$ cat config.mk
export PLATFORM = sky130hd
export DESIGN_NAME = voting_machine_multi_flat
export DESIGN_NICKNAME = d
export VERILOG_FILES = /design/src/rtl/voting_machine_multi_if.sv /design/src/rtl/voting_machine_multi.sv /design/src/flat_wrapper.sv
export SDC_FILE = /design/constraint.sdc
export NUM_CORES = 1
export LEC_CHECK = 0
export CORE_MARGIN = 8
export CORE_UTILIZATION = 45
export CTS_CLUSTER_DIAMETER = 50
export DETAILED_ROUTE_END_ITERATION = 10
export DONT_BUFFER_PORTS = 1
export GPL_TIMING_DRIVEN = 0
export PLACE_DENSITY_LB_ADDON = 0.25
export SLEW_MARGIN = 15
export SYNTH_ARGS = -nofsm -noshare
export SYNTH_HDL_FRONTEND = slang
export SYNTH_SLANG_ARGS = --single-unit
$ cat constraint.sdc
create_clock -name clk -period 5.6 [get_ports clk]
set_input_delay 0.28 -clock clk [delete_from_list [all_inputs] [get_ports clk]]
set_output_delay 0.28 -clock clk [all_outputs]
set_load 0.005 [all_outputs]
$ cat src/rtl/voting_machine_multi_if.sv
// Ballot-side bus for voting_machine_multi: button/control inputs and published results.
interface voting_machine_multi_if #(
   parameter int NUM_CAND = 4,
   parameter int CNT_W    = 16
);
   localparam int IDX_W = $clog2(NUM_CAND);

   logic [NUM_CAND-1:0]       i_candidate;
   logic                      i_voting_over;
   logic                      i_clear;
   logic [NUM_CAND*CNT_W-1:0] o_count;
   logic [IDX_W-1:0]          o_winner;
   logic                      o_tie;
   logic                      o_valid;
   logic                      o_busy;

   modport master (
      output i_candidate, i_voting_over, i_clear,
      input  o_count, o_winner, o_tie, o_valid, o_busy
   );

   modport slave (
      input  i_candidate, i_voting_over, i_clear,
      output o_count, o_winner, o_tie, o_valid, o_busy
   );
endinterface

$ cat src/rtl/voting_machine_multi.sv
// Multi-candidate vote counter with post-vote lockout, count snapshot on close and
// a one-candidate-per-cycle winner/tie scan.
//
// state | meaning
// IDLE  | between sessions; optional counter clear
// VOTE  | accepting button-release votes
// HOLD  | lockout after an accepted vote
// TALLY | scanning the snapshot for winner/tie
// DONE  | results valid until voting reopens
module voting_machine_multi #(
   parameter int NUM_CAND    = 4,
   parameter int CNT_W       = 16,
   parameter int HOLD_CYCLES = 16,
   parameter int IDX_W       = $clog2(NUM_CAND)
) (
   input logic                   clk,
   input logic                   rst,
   voting_machine_multi_if.slave bus
);
   localparam int HOLD_W = (HOLD_CYCLES > 1) ? $clog2(HOLD_CYCLES) : 1;
   localparam logic [HOLD_W-1:0] HOLD_LAST = HOLD_W'(HOLD_CYCLES - 1);
   localparam logic [IDX_W-1:0]  IDX_LAST  = IDX_W'(NUM_CAND - 1);

   typedef enum logic [2:0] {IDLE, VOTE, HOLD, TALLY, DONE} state_t;

   state_t                             state_q, state_d;
   logic [NUM_CAND-1:0][CNT_W-1:0]     cnt_q, cnt_d;
   logic [NUM_CAND-1:0][CNT_W-1:0]     snap_q, snap_d;
   logic [NUM_CAND-1:0]                prev_q;
   logic [HOLD_W-1:0]                  hold_q, hold_d;
   logic [IDX_W-1:0]                   idx_q, idx_d;
   logic [CNT_W-1:0]                   best_q, best_d;
   logic [IDX_W-1:0]                   winner_q, winner_d;
   logic                               tie_q, tie_d;
   logic                               valid_q, valid_d;
   logic                               busy_q, busy_d;
   logic [NUM_CAND-1:0]                edge_w;
   logic [IDX_W-1:0]                   sel_w;
   logic [CNT_W-1:0]                   cur_w;

   always_ff @(posedge clk or posedge rst) begin
      if (rst) begin
         state_q  <= IDLE;
         cnt_q    <= '0;
         snap_q   <= '0;
         prev_q   <= '0;
         hold_q   <= '0;
         idx_q    <= '0;
         best_q   <= '0;
         winner_q <= '0;
         tie_q    <= 1'b0;
         valid_q  <= 1'b0;
         busy_q   <= 1'b0;
      end else begin
         state_q  <= state_d;
         cnt_q    <= cnt_d;
         snap_q   <= snap_d;
         prev_q   <= bus.i_candidate;
         hold_q   <= hold_d;
         idx_q    <= idx_d;
         best_q   <= best_d;
         winner_q <= winner_d;
         tie_q    <= tie_d;
         valid_q  <= valid_d;
         busy_q   <= busy_d;
      end
   end

   always_comb begin
      state_d  = state_q;
      cnt_d    = cnt_q;
      snap_d   = snap_q;
      hold_d   = hold_q;
      idx_d    = idx_q;
      best_d   = best_q;
      winner_d = winner_q;
      tie_d    = tie_q;
      valid_d  = valid_q;
      edge_w   = prev_q & ~bus.i_candidate;
      sel_w    = '0;
      cur_w    = snap_q[idx_q];
      // Descending scan so the lowest-index release is the one left in sel_w.
      for (int k = NUM_CAND - 1; k >= 0; k--) begin
         if (edge_w[k]) sel_w = IDX_W'(k);
      end
      unique case (state_q)
         IDLE: begin
            if (bus.i_clear) cnt_d = '0;
            state_d = VOTE;
         end
         VOTE: begin
            if (bus.i_voting_over) begin
               state_d = TALLY;
               snap_d  = cnt_q;
               idx_d   = '0;
               valid_d = 1'b0;
            end else if (|edge_w) begin
               state_d = HOLD;
               if (cnt_q[sel_w] != '1) cnt_d[sel_w] = cnt_q[sel_w] + 1'b1;
            end
         end
         HOLD: begin
            if (bus.i_voting_over) begin
               state_d = TALLY;
               snap_d  = cnt_q;
               idx_d   = '0;
               valid_d = 1'b0;
               hold_d  = '0;
            end else if (hold_q == HOLD_LAST) begin
               state_d = VOTE;
               hold_d  = '0;
            end else begin
               hold_d = hold_q + 1'b1;
            end
         end
         TALLY: begin
            if (idx_q == '0) begin
               best_d   = cur_w;
               winner_d = '0;
               tie_d    = 1'b0;
            end else if (cur_w > best_q) begin
               best_d   = cur_w;
               winner_d = idx_q;
               tie_d    = 1'b0;
            end else if (cur_w == best_q) begin
               tie_d = 1'b1;
            end
            if (idx_q == IDX_LAST) begin
               state_d = DONE;
               valid_d = 1'b1;
               idx_d   = '0;
            end else begin
               idx_d = idx_q + 1'b1;
            end
         end
         DONE: begin
            if (bus.i_clear) cnt_d = '0;
            if (!bus.i_voting_over) begin
               state_d = IDLE;
               valid_d = 1'b0;
            end
         end
         default: state_d = IDLE;
      endcase
      busy_d = (state_d == HOLD) || (state_d == TALLY);
   end

   assign bus.o_count  = snap_q;
   assign bus.o_winner = winner_q;
   assign bus.o_tie    = tie_q;
   assign bus.o_valid  = valid_q;
   assign bus.o_busy   = busy_q;
endmodule

$ cat src/flat_wrapper.sv
// flat-port wrapper written by rule: the top's interface ports become plain ports
module voting_machine_multi_flat 
#(
   parameter int NUM_CAND    = 4,
   parameter int CNT_W       = 16,
   parameter int HOLD_CYCLES = 16,
   parameter int IDX_W       = $clog2(NUM_CAND)
)
  (clk, rst, bus_i_candidate, bus_i_voting_over, bus_i_clear, bus_o_count, bus_o_winner, bus_o_tie, bus_o_valid, bus_o_busy);
  voting_machine_multi_if #(.NUM_CAND(NUM_CAND), .CNT_W(CNT_W)) bus_i ();
  input logic clk;
  input logic rst;
  input wire logic [$bits(bus_i.i_candidate)-1:0] bus_i_candidate;
  input wire logic [$bits(bus_i.i_voting_over)-1:0] bus_i_voting_over;
  input wire logic [$bits(bus_i.i_clear)-1:0] bus_i_clear;
  output wire logic [$bits(bus_i.o_count)-1:0] bus_o_count;
  output wire logic [$bits(bus_i.o_winner)-1:0] bus_o_winner;
  output wire logic [$bits(bus_i.o_tie)-1:0] bus_o_tie;
  output wire logic [$bits(bus_i.o_valid)-1:0] bus_o_valid;
  output wire logic [$bits(bus_i.o_busy)-1:0] bus_o_busy;
  assign bus_i.i_candidate = bus_i_candidate;
  assign bus_i.i_voting_over = bus_i_voting_over;
  assign bus_i.i_clear = bus_i_clear;
  assign bus_o_count = bus_i.o_count;
  assign bus_o_winner = bus_i.o_winner;
  assign bus_o_tie = bus_i.o_tie;
  assign bus_o_valid = bus_i.o_valid;
  assign bus_o_busy = bus_i.o_busy;
  voting_machine_multi #(.NUM_CAND(NUM_CAND), .CNT_W(CNT_W), .HOLD_CYCLES(HOLD_CYCLES), .IDX_W(IDX_W)) u_core (.clk(clk), .rst(rst), .bus(bus_i));
endmodule
==> results.toml <==
[run_status]
outcome = "complete, no violations"

[route]
drtIter0Drc = 383
viasPerCell = 6.10
route.detailed.drc = 0
first_pass_iters = 6
ant_nets = 0
num_vias = 5436
drt_wl_total_um = 21800
avgRoutedWirePerCell_um = 24.5

[cells_and_area]
fin_cells = 891
final_common_cell = "dfrtp_1"
n_antenna_cell = 0
final_cell_mix = "dfrtp_1, mux2_2, o2bb2ai_1"
layout-drive-gt1-share = 0.258
final_nets = 681
fill_cells = 1537
area_growth_pct = 12.3
multi_input_area_um2 = 3530
regArea_um2 = 4050

[setup_path]
crit_fanout = 10
cp-end-kind = "register"
path_buf_inv = 3
reg2reg_from = "u_core.idx_q[1]"
arrival_ns = 5.42
setup.worst_path.class = "reg2reg"
startpoint = "u_core.idx_q[1]"
required_ns = 5.90
start_kind = "register"
critPathSlowestCell = "o21ai_1"
critPathMaxStageDelay_ns = 0.65
cp_cell_sequence = "clkbuf_1, clkdlybuf4s15_2, mux4_2, ha_1, nand4_1, nor2_1, nand3_1, or3_1, nand2_1, a21oi_1, o21ai_1, clkbuf_2, mux2_2"
crit_family = "buffers and inverters"

[yosys]
avgSynthCellArea_um2 = 12.5
ys_types = 62
synth_nets = 655
yosys-top-cells-area = "dfrtp_1, mux2_2, o2bb2ai_1, mux4_2, ha_1"
synthArstFlopShare = 1.00
synth_area_um2 = 7860
synth.top_cell.area_share = 0.516
ys_seq_area_frac = 0.516
ys.flop_type = "dfrtp_1"
yosys_warnings = 0
synth_edf_count = 0
synth_cells = 627
ys_ff_latch = 162
synth_top_area_cell = "dfrtp_1"

[power_and_ir_drop]
comb_power_share = 0.380
total_power_w = 0.00513
clkPwrFrac = 0.221
seq_power_share = 0.398
ir_drop_v = 0.000277
swShare = 0.385
cellLeakagePower_nw = 3.88
p_per_area_nw_per_um2 = 581
p_sw_w = 0.00197
p_int_w = 0.00315

[sta]
worst_slew_pin_slew_ns = 0.992
setup_viol = 0
fin_crit_ns = 5.12
fin_skew_ns = 0.0103
rsz0062_at_grt = "no"
finalCritPeriodShare = 0.914
setup_tns_ns = 0
maxSlewViolCount = 0
hold_slack_ns = 0.106
slew_headroom = 0.339
hold_viol_final = 0
clock.fmax_mhz = 195

[clocking]
htree_num_levels = 4
root_buffer = "clkbuf_16"
path_clk_slew_ns = 0.07
clk_latency_ns = 0.42
clock_path_buffers = 2
cts_buffers = 17
postCtsSetupBuffers = 0
clkSinkCount = 162
cts_tree = "yes"

[die]
dieArea_um2 = 21900
initial_core_util = 0.457
die_h_um = 148
num_rows = 48
die_x_um = 148
coreArea_um2 = 17200
io_pins = 77

[global_route]
grt-ovfl-total = 0
grt_pass1_vias = 5537
grt_pass1_wl_um = 34000
grt.total_usage = 0.205
antenna_found_initial = 1
grt_max_degree = 106

[placed_design]
dp_hpwl_um = 15600
dp.cells = 853
port_buffers = 0
place_congestion = 0.889

[min_path]
hp-class = "in2reg"
min_from = "bus_i_voting_over"

[job]
drv_cap = 0
==> repair_timing <==
item / 4_1_cts / 5_1_grt
endpoints found under the hold margin: 62 / 0
endpoints found under the setup margin: 9 / 9
hold buffers: 6 / 0
resized for setup: 3 / 5
==> state kept, by name, summed over array words and instances, names as in the netlist <==
register             cells
u_core.prev_q            4
u_core.best_q           16
u_core.bus.o_busy        1
u_core.cnt_q            64
u_core.bus.o_count      64
u_core.state_q           3
u_core.bus.o_winner      2
u_core.bus.o_valid       1
u_core.hold_q            4
u_core.bus.o_tie         1
u_core.idx_q             2
==> kinds of logic (layout without fill, tap and decap cells) <==
logic type | after synthesis | after routing | synth area share
AO/OA/AOI/OAI | 131 | 131 | 0.148
multiplexers | 94 | 94 | 0.157
buffers and inverters | 60 | 99 | 0.0352
AND/OR/NAND/NOR | 145 | 145 | 0.0949
adder cells (fa/ha/maj) | 20 | 20 | 0.0318
XOR/XNOR | 15 | 15 | 0.0167
flip-flops | 162 | 162 | 0.516
==> area by class of cell <==
class	instances	share of cell area
inverters	27	0.0123
clock buffers	20	0.0518
multi-input cells	405	0.400
clock inverters	12	0.0139
plain buffers	33	0.0211
flip-flops and latches	162	0.459
well taps	225	0.0319
repair buffers	7	0.00992
==> stage by stage <==
step                      cell area (um^2)  utilization  setup WS, ns
after detailed placement              8170        0.476        -0.158
final                                 8820        0.514         0.483
after global routing                  8820        0.514         0.241
after floorplan                       7860            -         0.943
after global placement                8140        0.474        -0.570
after CTS                             8820        0.514         0.116
==> final timing paths <==
path                                         end  slack (ns)  depth (start not counted)
max                             u_core.best_q[3]        0.48                         13
min in group asynchronous       u_core.cnt_q[18]        0.38                          2
min                             u_core.hold_q[2]        0.11                          3
min reg2reg                      u_core.cnt_q[3]        0.50                          1
max in group asynchronous  u_core.bus.o_count[7]        4.38                          3
max reg2reg                     u_core.best_q[3]        0.48                         13
==> routing by layer <==
layer | vias to the layer above | part of all wire | GRT usage
met5 | - | 0.00037 | 0
met4 | 2 | 0.018 | 0.0688
met3 | 30 | 0.089 | 0.0641
met2 | 215 | 0.46 | 0.315
met1 | 2794 | 0.43 | 0.271
li1 | 2395 | - | -
==> worst register-to-register path: cells and delay by family, from the launching register on <==
kind,cells,cell delay [ns]
buf+inv,3,1.68
simple gates,5,1.08
fa+ha+maj,1,0.31
flops,1,0.36
mux,2,0.85
compound gates,2,0.72
==> power groups by stage <==
stage	sequential, W	combinational, W	clock, W
2_1_floorplan	0.00188	0.00147	0
3_3_place_gp	0.00204	0.00188	0
3_5_place_dp	0.00207	0.00193	0
4_1_cts	0.00205	0.00195	0.00115
5_1_grt	0.00211	0.00212	0.00120
6_report	0.00204	0.00195	0.00114
==> cell usage after synthesis, types with 3 or more instances <==
cell       count
dfrtp_1      162
mux2_2        77
o2bb2ai_1     44
nor2_1        38
nand2_1       28
inv_1         27
nor3_1        23
ha_1          20
clkbuf_1      16
mux4_2        16
xnor2_1       13
nand3_1       11
o21ai_0       11
o2bb2ai_2     10
a22o_1         9
a21oi_1        8
buf_2          8
nand2b_1       8
o22ai_1        8
or3_1          7
nor2b_1        6
buf_4          5
nand4_1        5
o221ai_1       5
o31ai_1        5
a21o_1         3
a21oi_2        3
a32o_1         3
and2_1         3
buf_6          3
nor3_2         3
Note: power is estimated with default switching activity, not from simulation.
